`src/rtl/data_block_padder.sv`:
```
// Byte-masking and 0x80 padding of a 64-bit message stream into a small block FIFO.
// A full final beat is followed by a pad-only block; the FSM holds off new beats until the final block drains.
module data_block_padder #(
    parameter int unsigned DEPTH = 2
) (
    input  logic                     i_clock,
    input  logic                     i_reset,
    input  logic                     i_data_valid,
    output logic                     o_data_ready,
    input  logic [63:0]              i_data,
    input  logic [3:0]               i_data_bytes,
    input  logic                     i_data_last,
    output logic [63:0]              o_block,
    output logic                     o_block_valid,
    output logic                     o_block_last,
    input  logic                     i_block_consume,
    output logic [$clog2(DEPTH):0]   o_count,
    output logic                     o_protocol_error
);

    localparam int unsigned     AW        = $clog2(DEPTH);
    localparam logic [AW-1:0]   PTR_ONE   = 1;
    localparam logic [AW:0]     CNT_ONE   = 1;
    localparam logic [AW:0]     CNT_FULL  = (AW+1)'(DEPTH);
    localparam logic [63:0]     PAD_BLOCK = 64'h8000_0000_0000_0000;

    typedef enum logic [1:0] {
        S_ACCEPT,
        S_PAD,
        S_DRAIN
    } state_t;

    state_t          state_q, state_d;
    logic [AW-1:0]   wr_ptr_q, wr_ptr_d;
    logic [AW-1:0]   rd_ptr_q, rd_ptr_d;
    logic [AW:0]     count_q, count_d;
    logic            err_q, err_d;
    logic [63:0]     mem_data_q [DEPTH];
    logic [DEPTH-1:0] mem_last_q;

    logic [3:0]      n_eff;
    logic [63:0]     beat_block;
    logic            accept;
    logic            pop;
    logic            push;
    logic [63:0]     push_data;
    logic            push_last;
    logic            head_last;

    assign o_data_ready = (state_q == S_ACCEPT) && (count_q < CNT_FULL);
    assign accept       = i_data_valid && o_data_ready;
    assign pop          = i_block_consume && (count_q != '0);
    assign head_last    = mem_last_q[rd_ptr_q];

    // Byte counts above 8 are clamped; the pad byte lands at index n only on a short final beat.
    always_comb begin
        n_eff      = (i_data_bytes > 4'd8) ? 4'd8 : i_data_bytes;
        beat_block = '0;
        for (int unsigned b = 0; b < 8; b++) begin
            if (4'(b) < n_eff) begin
                beat_block[63-8*b -: 8] = i_data[63-8*b -: 8];
            end else if ((4'(b) == n_eff) && i_data_last) begin
                beat_block[63-8*b -: 8] = 8'h80;
            end
        end
    end

    always_comb begin
        state_d   = state_q;
        err_d     = err_q;
        push      = 1'b0;
        push_data = beat_block;
        push_last = 1'b0;
        case (state_q)
            S_ACCEPT: begin
                if (accept) begin
                    push = 1'b1;
                    if ((!i_data_last && (i_data_bytes != 4'd8)) || (i_data_bytes > 4'd8)) begin
                        err_d = 1'b1;
                    end
                    if (i_data_last) begin
                        if (n_eff == 4'd8) begin
                            state_d = S_PAD;
                        end else begin
                            push_last = 1'b1;
                            state_d   = S_DRAIN;
                        end
                    end
                end
            end
            S_PAD: begin
                if (count_q < CNT_FULL) begin
                    push      = 1'b1;
                    push_data = PAD_BLOCK;
                    push_last = 1'b1;
                    state_d   = S_DRAIN;
                end
            end
            S_DRAIN: begin
                if (pop && head_last) begin
                    state_d = S_ACCEPT;
                end
            end
            default: state_d = S_ACCEPT;
        endcase
    end

    always_comb begin
        wr_ptr_d = push ? (wr_ptr_q + PTR_ONE) : wr_ptr_q;
        rd_ptr_d = pop  ? (rd_ptr_q + PTR_ONE) : rd_ptr_q;
        case ({push, pop})
            2'b10:   count_d = count_q + CNT_ONE;
            2'b01:   count_d = count_q - CNT_ONE;
            default: count_d = count_q;
        endcase
    end

    always_ff @(posedge i_clock) begin
        if (i_reset) begin
            state_q  <= S_ACCEPT;
            wr_ptr_q <= '0;
            rd_ptr_q <= '0;
            count_q  <= '0;
            err_q    <= 1'b0;
        end else begin
            state_q  <= state_d;
            wr_ptr_q <= wr_ptr_d;
            rd_ptr_q <= rd_ptr_d;
            count_q  <= count_d;
            err_q    <= err_d;
        end
    end

    // Storage is not reset; every read is gated by occupancy.
    always_ff @(posedge i_clock) begin
        if (push) begin
            mem_data_q[wr_ptr_q] <= push_data;
            mem_last_q[wr_ptr_q] <= push_last;
        end
    end

    assign o_block_valid    = (count_q != '0);
    assign o_block          = o_block_valid ? mem_data_q[rd_ptr_q] : '0;
    assign o_block_last     = o_block_valid && head_last;
    assign o_count          = count_q;
    assign o_protocol_error = err_q;

endmodule

```
`config.mk`:
```
export PLATFORM = sky130hd
export DESIGN_NAME = data_block_padder
export DESIGN_NICKNAME = d
export VERILOG_FILES = /design/src/rtl/data_block_padder.sv
export SDC_FILE = /design/constraint.sdc
export NUM_CORES = 1
export LEC_CHECK = 0
export CAP_MARGIN = 20
export CORE_UTILIZATION = 53
export DETAILED_ROUTE_END_ITERATION = 10
export GPL_ROUTABILITY_DRIVEN = 1
export PLACE_DENSITY = 0.85
export SLEW_MARGIN = 20
export SYNTH_ARGS = -nofsm -noshare
export SYNTH_HDL_FRONTEND = slang
export SYNTH_SLANG_ARGS = --single-unit
```
`constraint.sdc`:
```
create_clock -name i_clock -period 6.3 [get_ports i_clock]
set_input_delay 1.26 -clock i_clock [delete_from_list [all_inputs] [get_ports i_clock]]
set_output_delay 1.26 -clock i_clock [all_outputs]
set_load 0.005 [all_outputs]
```
==> qor.txt <==
status: completed
Max Slew Vio Count: 0
Gate Count Post-Synth: 433
Die Area: 11600 um2
FF+latch count, synth: 138
post-route ant nets: 0
Area Overhead vs Synth: 37.3%
Die X-Extent: 108 um
Initial Util: 54.6%
Die H: 108 um
Worst Setup Path Type: flop to primary output
final wirelength: 12700 um
dominant synthesized flop cell: edfxtp_1
CTS tree: done
WL/cell: 17.5 um
Worst Hold Class: flop to flop
Slew HR: 41.6%
clk sinks: 138
Post-DP HPWL: 7970 um
Non-Filler Instances: 726
RD Place Congestion: 0.840
Power Dens Cells: 425 nW/um2
Critical Path RT: 5.04 ns
GRT overflow: 0
vias in the first global route: 3916
Final setup violation count: 0
Period minus WS final: 3.93 ns
post-CTS sizing: 0
Startpoint Class: flop
total power: 3.45 mW
share of cells above drive strength 1: 7.17%
placed insts: 693
Crit path arrival time: 2.67 ns
# hold bufs at CTS: 0
H-tree depth: 4
VDD IR max: 0.227 mV
Hold WS: 0.486 ns
synthesized area: 5920 um2
DRC Markers: 0
clock transition at the registers of the reported paths: 0.06 ns
Fmax: 254 MHz
IO Port Bufs: 142
deepest clock path buffer count: 2
DR vias/cell: 5.41
Area after DPL: 7430 um2
via count: 3930
initial antenna violation count: 0
Tightest Pin Transition: 0.874 ns
# nets final: 647
Total GRT Usage: 22.8%
Final Cycle Share: 62.4%
Synth async-reset ratio: 0%
most frequent cells in the layout: clkdlybuf4s50_1, edfxtp_1, nor2_1
max cap viols: 0
leakage: 2.80 nW
Worst-Skew Late Latency: 0.51 ns
first-pass GRT wire length: 19400 um
post-CTS setup repair buffer count: 0
Iteration-0 DRC Markers: 222
synthesized area per cell: 13.7 um2
CP Capture Type: primary output
Seq/Total Area, Yosys: 68.7%
final setup skew: 0.00698 ns
clk root buf: clkbuf_8
CP Max Fanout: 44
CTS Buf Count: 17
syn nets: 507
core box area: 10800 um2
Cell Rows: 38
unrepaired setup endpoints after global routing: false
most common cell after layout, fill and taps aside: clkdlybuf4s50_1
TNS Setup: 0 ns
largest net degree at the start of global routing: 65
Synth warnings: 0
Final Hold Fails: 0
# IOs: 143
EDFF count, synth: 130
# diodes: 0
first-pass iteration count of the detailed router: 5
post-synth cell types: 38
Fillers: 687
post-route cell area: 8130 um2
-- final timing paths --
check	start	slack, ns	to	depth (start not counted)
max	o_count[1]	2.37	o_block[4]	4
min	wr_ptr_q	0.49	wr_ptr_q	2
max reg2reg	o_count[1]	3.74	mem_data_q[1][28]	4
min reg2reg	wr_ptr_q	0.49	wr_ptr_q	2
-- power by group --
part / switching [mW] / leakage, nW / internal [mW]
sequential: 0.0937 / 1.30 / 1.22
combinational: 0.476 / 1.17 / 0.546
clock: 0.359 / 0.324 / 0.756
-- cell families after synthesis --
logic type | Yosys count | synth area share, %
adder cells (fa/ha/maj) | 1 | 0.211
AO/OA/AOI/OAI | 28 | 2.88
AND/OR/NAND/NOR | 166 | 14.1
XOR/XNOR | 3 | 0.444
flip-flops | 138 | 68.7
multiplexers | 66 | 11.2
buffers and inverters | 31 | 2.49
-- routing by layer --
layer / global-route usage [%] / routed length (um) / share of wire, % / vias up
met5: 0 / 0 / 0 / -
met4: 6.65 / 83 / 0.65 / 0
met3: 6.96 / 884 / 7.0 / 9
met2: 38.9 / 6520 / 51 / 174
met1: 27.7 / 5200 / 41 / 1907
li1: - / - / - / 1840
-- through the flow --
step | utilization (%) | setup WS (ns)
after floorplan | - | 1.73
after global placement | 68.5 | 2.64
after detailed placement | 68.5 | 2.54
after CTS | 74.7 | 2.35
after global routing | 75.0 | 2.18
final | 75.0 | 2.37
-- Yosys cell counts (2+ instances only) --
master | number | area share (%)
or3_1 | 2 | 0.21
nor2_2 | 4 | 0.42
nand3_1 | 4 | 0.34
edfxtp_1 | 130 | 66
buf_2 | 18 | 1.5
clkbuf_1 | 4 | 0.25
a21oi_1 | 9 | 0.76
nand4_1 | 2 | 0.21
dfxtp_1 | 8 | 2.7
nor2_1 | 77 | 4.9
o211ai_1 | 2 | 0.25
o21ai_0 | 8 | 0.68
nor3_1 | 3 | 0.25
inv_1 | 6 | 0.38
xor2_1 | 2 | 0.30
and2_1 | 49 | 5.2
nand2b_1 | 2 | 0.21
buf_4 | 2 | 0.25
nand2_1 | 9 | 0.57
mux2i_1 | 66 | 11
a31oi_1 | 3 | 0.32
and3_1 | 7 | 0.74
-- final cells by class --
| cell class | count | area [um2] | share of cell area (%) |
|---|---|---|---|
| Clock inverter | 15 | 253 | 3.11 |
| Multi-Input combinational cell | 264 | 1720 | 21.2 |
| Clock buffer | 17 | 414 | 5.10 |
| Tap cell | 140 | 175 | 2.16 |
| Inverter | 6 | 22.5 | 0.277 |
| Sequential cell | 138 | 4070 | 50.1 |
| Timing Repair Buffer | 146 | 1470 | 18.1 |
-- critical path, cell delays in order, from the launching register on --
cell and delay (ns):
dfxtp_1 0.48, nor2_4 0.55, buf_4 0.51, nor2_1 0.13, clkdlybuf4s50_1 0.46
-- sequential cells by signal, summed over array words and instances, names as in the netlist, named ones only --
name / cells
mem_data_q: 128
rd_ptr_q: 1
mem_last_q: 2
o_count: 2
o_protocol_error: 1
wr_ptr_q: 1
state_q: 2
(Power assumes the default switching activity.)
